### config.mk
export PLATFORM = sky130hd
export DESIGN_NAME = sll32_arbiter
export DESIGN_NICKNAME = d
export VERILOG_FILES = /design/src/rtl/sll32_arbiter.sv
export SDC_FILE = /design/constraint.sdc
export NUM_CORES = 1
export LEC_CHECK = 0
export CAP_MARGIN = 5
export CELL_PAD_IN_SITES_DETAIL_PLACEMENT = 1
export CELL_PAD_IN_SITES_GLOBAL_PLACEMENT = 1
export CORE_ASPECT_RATIO = 0.5
export CORE_MARGIN = 8
export CORE_UTILIZATION = 36
export DETAILED_ROUTE_END_ITERATION = 16
export PLACE_DENSITY_LB_ADDON = 0.1
export SYNTH_ARGS = -nofsm -noshare
export SYNTH_HDL_FRONTEND = slang
export SYNTH_SLANG_ARGS = --single-unit
export TNS_END_PERCENT = 1
### constraint.sdc
create_clock -name clk -period 2.6 [get_ports clk]
set_input_delay 0.26 -clock clk [delete_from_list [all_inputs] [get_ports clk]]
set_output_delay 0.26 -clock clk [all_outputs]
set_load 0.005 [all_outputs]
### src/rtl/sll32_arbiter.sv
// ---------------------------------------------------------------------------
// sll32_arbiter
//
// Purpose:
//   Two requesters share one combinational 32-bit logical-left shifter. The
//   shifter's input is picked by a round-robin arbiter, or by a fixed-priority
//   arbiter when PRIO_FIXED=1. The shifted value goes into a one-entry output
//   register together with the id of the requester that won. Draining and
//   capturing can happen in the same cycle, so one shift per cycle is
//   sustained while the consumer keeps out_ready high.
//
// Parameters:
//   PRIO_FIXED  0 = round-robin between req0 and req1, 1 = req0 always wins
//
// Ports:
//   clk          in   1   system clock, rising edge
//   rst_n        in   1   asynchronous active-low reset
//   req0_valid   in   1   requester 0 has an operand
//   req0_ready   out  1   requester 0 operand accepted this cycle
//   req0_data    in   32  requester 0 operand
//   req0_shamt   in   5   requester 0 shift amount
//   req1_valid   in   1   requester 1 has an operand
//   req1_ready   out  1   requester 1 operand accepted this cycle
//   req1_data    in   32  requester 1 operand
//   req1_shamt   in   5   requester 1 shift amount
//   out_valid    out  1   out_result/out_id hold a result
//   out_ready    in   1   consumer accepts the result
//   out_result   out  32  data << shamt, zero-filled
//   out_id       out  1   requester that produced out_result
// ---------------------------------------------------------------------------
module sll32_arbiter #(
  parameter int unsigned PRIO_FIXED = 0
) (
  input  logic        clk,
  input  logic        rst_n,
  input  logic        req0_valid,
  output logic        req0_ready,
  input  logic [31:0] req0_data,
  input  logic [4:0]  req0_shamt,
  input  logic        req1_valid,
  output logic        req1_ready,
  input  logic [31:0] req1_data,
  input  logic [4:0]  req1_shamt,
  output logic        out_valid,
  input  logic        out_ready,
  output logic [31:0] out_result,
  output logic        out_id
);

  typedef enum logic {
    EMPTY = 1'b0,
    FULL  = 1'b1
  } state_t;

  state_t      state;
  state_t      next_state;
  logic        last_grant;
  logic        can_accept;
  logic        grant0;
  logic        grant1;
  logic        take0;
  logic        take1;
  logic        take_any;
  logic [31:0] sel_data;
  logic [4:0]  sel_shamt;
  logic [31:0] shifted;

  // Log-depth barrel shifter. Each stage shifts by a power of two, so bits
  // pushed past bit 31 fall off and every shift amount 0..31 is exact.
  function automatic logic [31:0] sll32(input logic [31:0] d,
                                        input logic [4:0]  s);
    logic [31:0] v;
    v = d;
    if (s[0]) v = {v[30:0], 1'b0};
    if (s[1]) v = {v[29:0], 2'b0};
    if (s[2]) v = {v[27:0], 4'b0};
    if (s[3]) v = {v[23:0], 8'b0};
    if (s[4]) v = {v[15:0], 16'b0};
    return v;
  endfunction

  assign out_valid = (state == FULL);

  // Arbitration and handshake. With both requesters valid, round-robin picks
  // the one that was not granted last time. Nothing is granted while the
  // output register is full and stalled, so the readies stay low then.
  always_comb begin
    can_accept = (state == EMPTY) | out_ready;
    grant0     = 1'b0;
    grant1     = 1'b0;
    if (req0_valid && req1_valid) begin
      if ((PRIO_FIXED != 0) || last_grant) begin
        grant0 = 1'b1;
      end else begin
        grant1 = 1'b1;
      end
    end else if (req0_valid) begin
      grant0 = 1'b1;
    end else if (req1_valid) begin
      grant1 = 1'b1;
    end
    req0_ready = grant0 & can_accept;
    req1_ready = grant1 & can_accept;
    take0      = req0_valid & req0_ready;
    take1      = req1_valid & req1_ready;
    take_any   = take0 | take1;
  end

  // The shared shifter gets the operand of whichever requester is granted.
  always_comb begin
    sel_data  = req0_data;
    sel_shamt = req0_shamt;
    if (grant1) begin
      sel_data  = req1_data;
      sel_shamt = req1_shamt;
    end
    shifted = sll32(sel_data, sel_shamt);
  end

  // Output occupancy. A capture while FULL with out_ready high is a
  // simultaneous drain and refill, so the state stays FULL.
  always_comb begin
    next_state = state;
    case (state)
      EMPTY: begin
        if (take_any) next_state = FULL;
      end
      FULL: begin
        if (take_any)       next_state = FULL;
        else if (out_ready) next_state = EMPTY;
      end
      default: next_state = EMPTY;
    endcase
  end

  // State register. last_grant resets to 1 so req0 wins the first contention.
  always_ff @(posedge clk or negedge rst_n) begin
    if (!rst_n) begin
      state <= EMPTY;
    end else begin
      state <= next_state;
    end
  end

  // Result register and round-robin pointer. Both change only on an accepted
  // transfer. A bare drain leaves the old result and id in place.
  always_ff @(posedge clk or negedge rst_n) begin
    if (!rst_n) begin
      out_result <= 32'h0;
      out_id     <= 1'b0;
      last_grant <= 1'b1;
    end else if (take_any) begin
      out_result <= shifted;
      out_id     <= take1;
      last_grant <= take1;
    end
  end

endmodule
---- After elaboration in Yosys (flattened, before gate mapping) ----
Cells that the tools add are included.
storage, ports and cells
  bits in registers ....................... 35
  word-level logic and storage cells ...... 30
cells by class
  bitwise operators ....................... 7
  reduce and logical (&&, ||, !) cells .... 1
  multiplexer cells ....................... 18
operators with widths
  operator             number
  $mux W32             6
  $mux W1              10
  $mux W5              1
  $and A1 B1 Y1        4
  $or A1 B1 Y1         2
  $pmux W1 S2          1
  $logic_and A1 B1 Y1  1
  $not A1 Y1           1

---- Depth between registers and ports, before layout ----
  word-level depth ........................ 9
  mapped depth ............................ 10
  mapped depth without buffers ............ 6

---- Least setup slack after synthesis ----
Ideal clock, no wire load.
  kind .................................... flip-flop to flip-flop
  start ................................... reg last_grant
  end ..................................... reg out_result[24]
  cell stages (with the launch flop) ...... 9
  slack ................................... 375 ps
  data arrival time ....................... 2096 ps
  data required time ...................... 2471 ps
  setup time .............................. 129 ps
  path through ............................ dfstp_2 -> a21boi_2 -> buf_4 -> mux2i_2 -> buf_6 -> mux2_2 -> mux2_2 -> a221oi_2 -> o21ai_1
between the ends
  cells in the longest elaborated chain, start to end .. 8
  elaborated cells between the ends (all ways) .. 16
  classes of those cells .................. mux (11); bitwise (5)
ends and longest elaborated chain
  element                              line  text
  start, declared                      57    logic last_grant;
  start signal, assigned               155   last_grant <= take1;
  $mux W1                              92    if ((PRIO_FIXED != 0) || last_grant) begin
  $mux W1                              91    if (req0_valid && req1_valid) begin
  $mux W32 or $mux W5 (tied branches)  113   if (grant1) begin
  $mux W32                             74    if (s[0]) v = {v[30:0], 1'b0};
  $mux W32                             75    if (s[1]) v = {v[29:0], 2'b0};
  $mux W32                             76    if (s[2]) v = {v[27:0], 4'b0};
  $mux W32                             77    if (s[3]) v = {v[23:0], 8'b0};
  $mux W32                             78    if (s[4]) v = {v[15:0], 16'b0};
  end signal, assigned                 153   out_result <= shifted;
  end, declared                        46    output logic [31:0] out_result,
Parallel ways exist; a longest one is shown, timed or not.
A chain may end at the register's enable or synchronous reset.

---- Final worst setup path ----
  start ................................... in req1_valid
  end ..................................... reg out_result[17]
between the ends
  cells in the longest elaborated chain, start to end .. 9
  elaborated cells between the ends (all ways) .. 17
  classes of those cells .................. mux (11); bitwise (5); reduce/logical (1)
ends and longest elaborated chain
  element                              line  text
  start, declared                      40    input logic req1_valid,
  $mux W1                              99    end else if (req1_valid) begin
  $mux W1                              97    end else if (req0_valid) begin
  $mux W1                              91
  $mux W32 or $mux W5 (tied branches)  113
  $mux W32                             74
  $mux W32                             75
  $mux W32                             76
  $mux W32                             77
  $mux W32                             78
Parallel ways exist; a longest one is shown, timed or not.

==> flow_metrics.tcl <==
set metrics [dict create \
    r2r_slack_ns 0.22 \
    finish.utilization_pct 54.5 \
    post_cts_buffers 0 \
    placedCellCount 741 \
    synth_edf_count 0 \
    reg2regPathDepth 8 \
    syn-cell-area_um2 3920 \
    critPathMaxStageDelay_ns 0.49 \
    antenna_cells_inserted 0 \
    synth_cell_types 56 \
    tns_ns 0 \
    hold_violations 0 \
    crit_buf_inv 3 \
    clk_pin_slew_worst_paths_ns 0.06 \
    synth-seq-area-share_pct 22.4 \
    antenna_found_initial 0 \
    num_io_pins 115 \
    area_growth_pct 50.5 \
    numCtsBuffers 5 \
    place_congestion 0.913 \
    grt_max_degree 39 \
    grt_usage_pct 22.2 \
    synth_nets 515 \
    end_kind "flip-flop" \
    grt_overflow 0 \
    cts_repair_resize_count 0 \
    ant_nets 0 \
    cp_max_fo 15 \
    design_area_um2 5890 \
    critPathLaunchType "primary input" \
    drv_cap 0 \
    start_util_pct 36.2 \
    crit_chain "clkdlybuf4s50_1 -> a21boi_2 -> buf_12 -> buf_4 -> mux2i_4 -> nand2_1 -> a31o_2 -> o21ai_0 -> o221ai_1" \
    period_minus_slack_ns 2.48 \
    fp.dieH_um 89.7 \
    finClkSkew_ns 0.00317 \
    ys_warn_count 0 \
    outcome "finished clean" \
    ys_ff_latch 35 \
    clockBufferDepth 2 \
    io_buffers 114 \
    syn_inst 436 \
    cts-hold-fix-buffers 0 \
    reg2reg_to "out_result[20]" \
    maxSlewViolCount 0 \
    worstMarginPinSlew_ns 0.505 \
    worstSetupPathType "primary input to flip-flop" \
    die_w_um 163 \
    layout-drive-gt1-share_pct 24.5 \
    wl_per_cell_um 22.1 \
    clockRootBuffer "clkbuf_16" \
    vias 4271 \
    r2r_start "last_grant" \
    drt_iter0_drc 289 \
    max-slew-margin-rel_pct 65.4 \
    clk_latency_ns 0.28 \
    routed_wl_um 16500 \
    cts_htree_levels 2 \
    layout.nets 682 \
    grt_pass1_vias 4525 \
    clock-sinks 35 \
    stdcell_count 749 \
    period_share_pct 95.2 \
    cts_tree "built" \
    async_flop_share_pct 100 \
    place_hpwl_um 13900 \
    worst_path_max_delay_cell "clkdlybuf4s50_1" \
    worstPathRequired_ns 2.75 \
    rsz0062_at_grt "no" \
    fmax_mhz 404 \
    die_area_um2 14700 \
    ys.flop_type "dfrtp_1" \
    drc_errors 0 \
    placed_cell_area_um2 5730 \
    drt_first_pass_iters 4 \
    hold_class "primary input to async pin" \
    power.density_nw_per_um2 466 \
    setup_violations 0 \
    grt_pass1_wl_um 26400 \
    viasPerCell 5.70 \
    cp.arrival_ns 2.62 \
    crit_family "compound AO/OA/AOI/OAI gates" \
    core_area_um2 10800 \
    leakage_nw 2.56 \
    syn_area_per_cell_um2 8.98 \
    post-place-ws_ns -0.138 \
    fp-row-count 27 \
    setup_ws_ns 0.124 \
    ir_worst_vdd_v 0.000283 \
]
-- cells in the mapped netlist (all sizes together), types with 5 or more instances --
library cell	count	area, um^2
a32oi	7	61.3
nor3	8	45.0
a211oi	6	45.0
clkbuf	12	45.0
nor2	28	105
o21ai	23	115
buf	26	149
a22oi	5	37.5
mux4	14	315
nand2	49	184
nand3	17	85.1
mux2	26	297
a21oi	14	70.1
o211ai	14	105
dfrtp	34	851
a22o	8	70.1
mux2i	86	868
-- routing by layer --
layer | vias to the layer above | wire length (um) | track usage (%)
li1 | 2008 | - | -
met1 | 2107 | 8180 | 32.8
met2 | 152 | 7030 | 33.5
met3 | 4 | 1270 | 3.87
met4 | 0 | 67 | 3.16
met5 | - | 0 | 0
-- cell usage in the layout (no fill, tap or decap), types with 2 or more instances in the layout --
cell type and instances:
a211o_1 2, a211oi_1 6, a21oi_1 14, a221oi_1 3
a222oi_1 2, a22o_1 8, a22oi_1 5, a2bb2oi_1 2
a31oi_1 4, a32o_1 2, a32oi_1 7, and2_1 4
buf_12 4, buf_2 2, buf_4 79, clkbuf_16 5
clkdlybuf4s50_1 112, clkinvlp_4 2, dfrtp_1 34, inv_1 4
mux2_2 25, mux2i_1 81, mux2i_2 4, mux4_2 14
nand2_1 49, nand2b_1 4, nand3_1 17, nand3b_1 2
nor2_1 28, nor2b_1 2, nor3_1 7, o211ai_1 14
o21ai_0 21, o221ai_1 2, o311ai_0 2, o31ai_1 3
or2_2 2, or3_1 3
-- state kept, by name, indices dropped and copies added (netlist names) --
name,count
out_result,32
out_valid,1
out_id,1
last_grant,1
-- per-stage QoR --
| stage | power, mW | hold WS, ns |
|---|---|---|
| after floorplan | 1.37 | -0.0356 |
| after global placement | 2.12 | 0.472 |
| after detailed placement | 2.15 | 0.478 |
| after CTS | 2.75 | 0.425 |
| after global routing | 2.90 | 0.460 |
| final | 2.75 | 0.404 |
-- report_power, final --
part | switching [mW] | total, mW | internal [mW]
Sequential | 0.0660 | 0.713 | 0.647
Combinational | 0.677 | 1.44 | 0.764
Clock | 0.241 | 0.594 | 0.353
-- logic make-up (layout without fill, tap and decap cells) --
logic type	count (synthesis)	after routing	synth area share, %
AND/OR/NAND/NOR	123	123	14.2
flip-flops	35	35	22.4
AO/OA/AOI/OAI	110	110	20.3
multiplexers	126	126	37.8
buffers and inverters	42	210	5.34
-- worst max-delay path by stage --
stage	start	cells after the start	slack (ns)	end
after floorplan	last_grant	8	0.38	out_result[24]
after global placement	req0_valid	8	-0.08	out_result[20]
after detailed placement	req0_valid	8	-0.14	out_result[20]
after CTS	last_grant	7	0.09	out_result[20]
after global routing	req1_valid	9	0.008	out_result[17]
final	req1_valid	9	0.12	out_result[17]
-- final cells by class --
cell class	count	area, um^2
inverter	4	15.0
clock buffer	5	125
timing repair buffer	198	1820
sequential	35	877
clock inverter	3	20.0
multi-input combinational	359	2860
fill	1266	4920
tap	145	181
-- worst reg2reg max path, stage by stage, from the launching register on --
cell and delay, ns:
dfstp_2 0.57, a21bo_4 0.30, buf_4 0.27, mux2i_1 0.28
nor2_1 0.06, o31ai_1 0.26, buf_4 0.18, a2bb2oi_1 0.17
o311ai_0 0.15
Power figures use the tool's default switching activity.
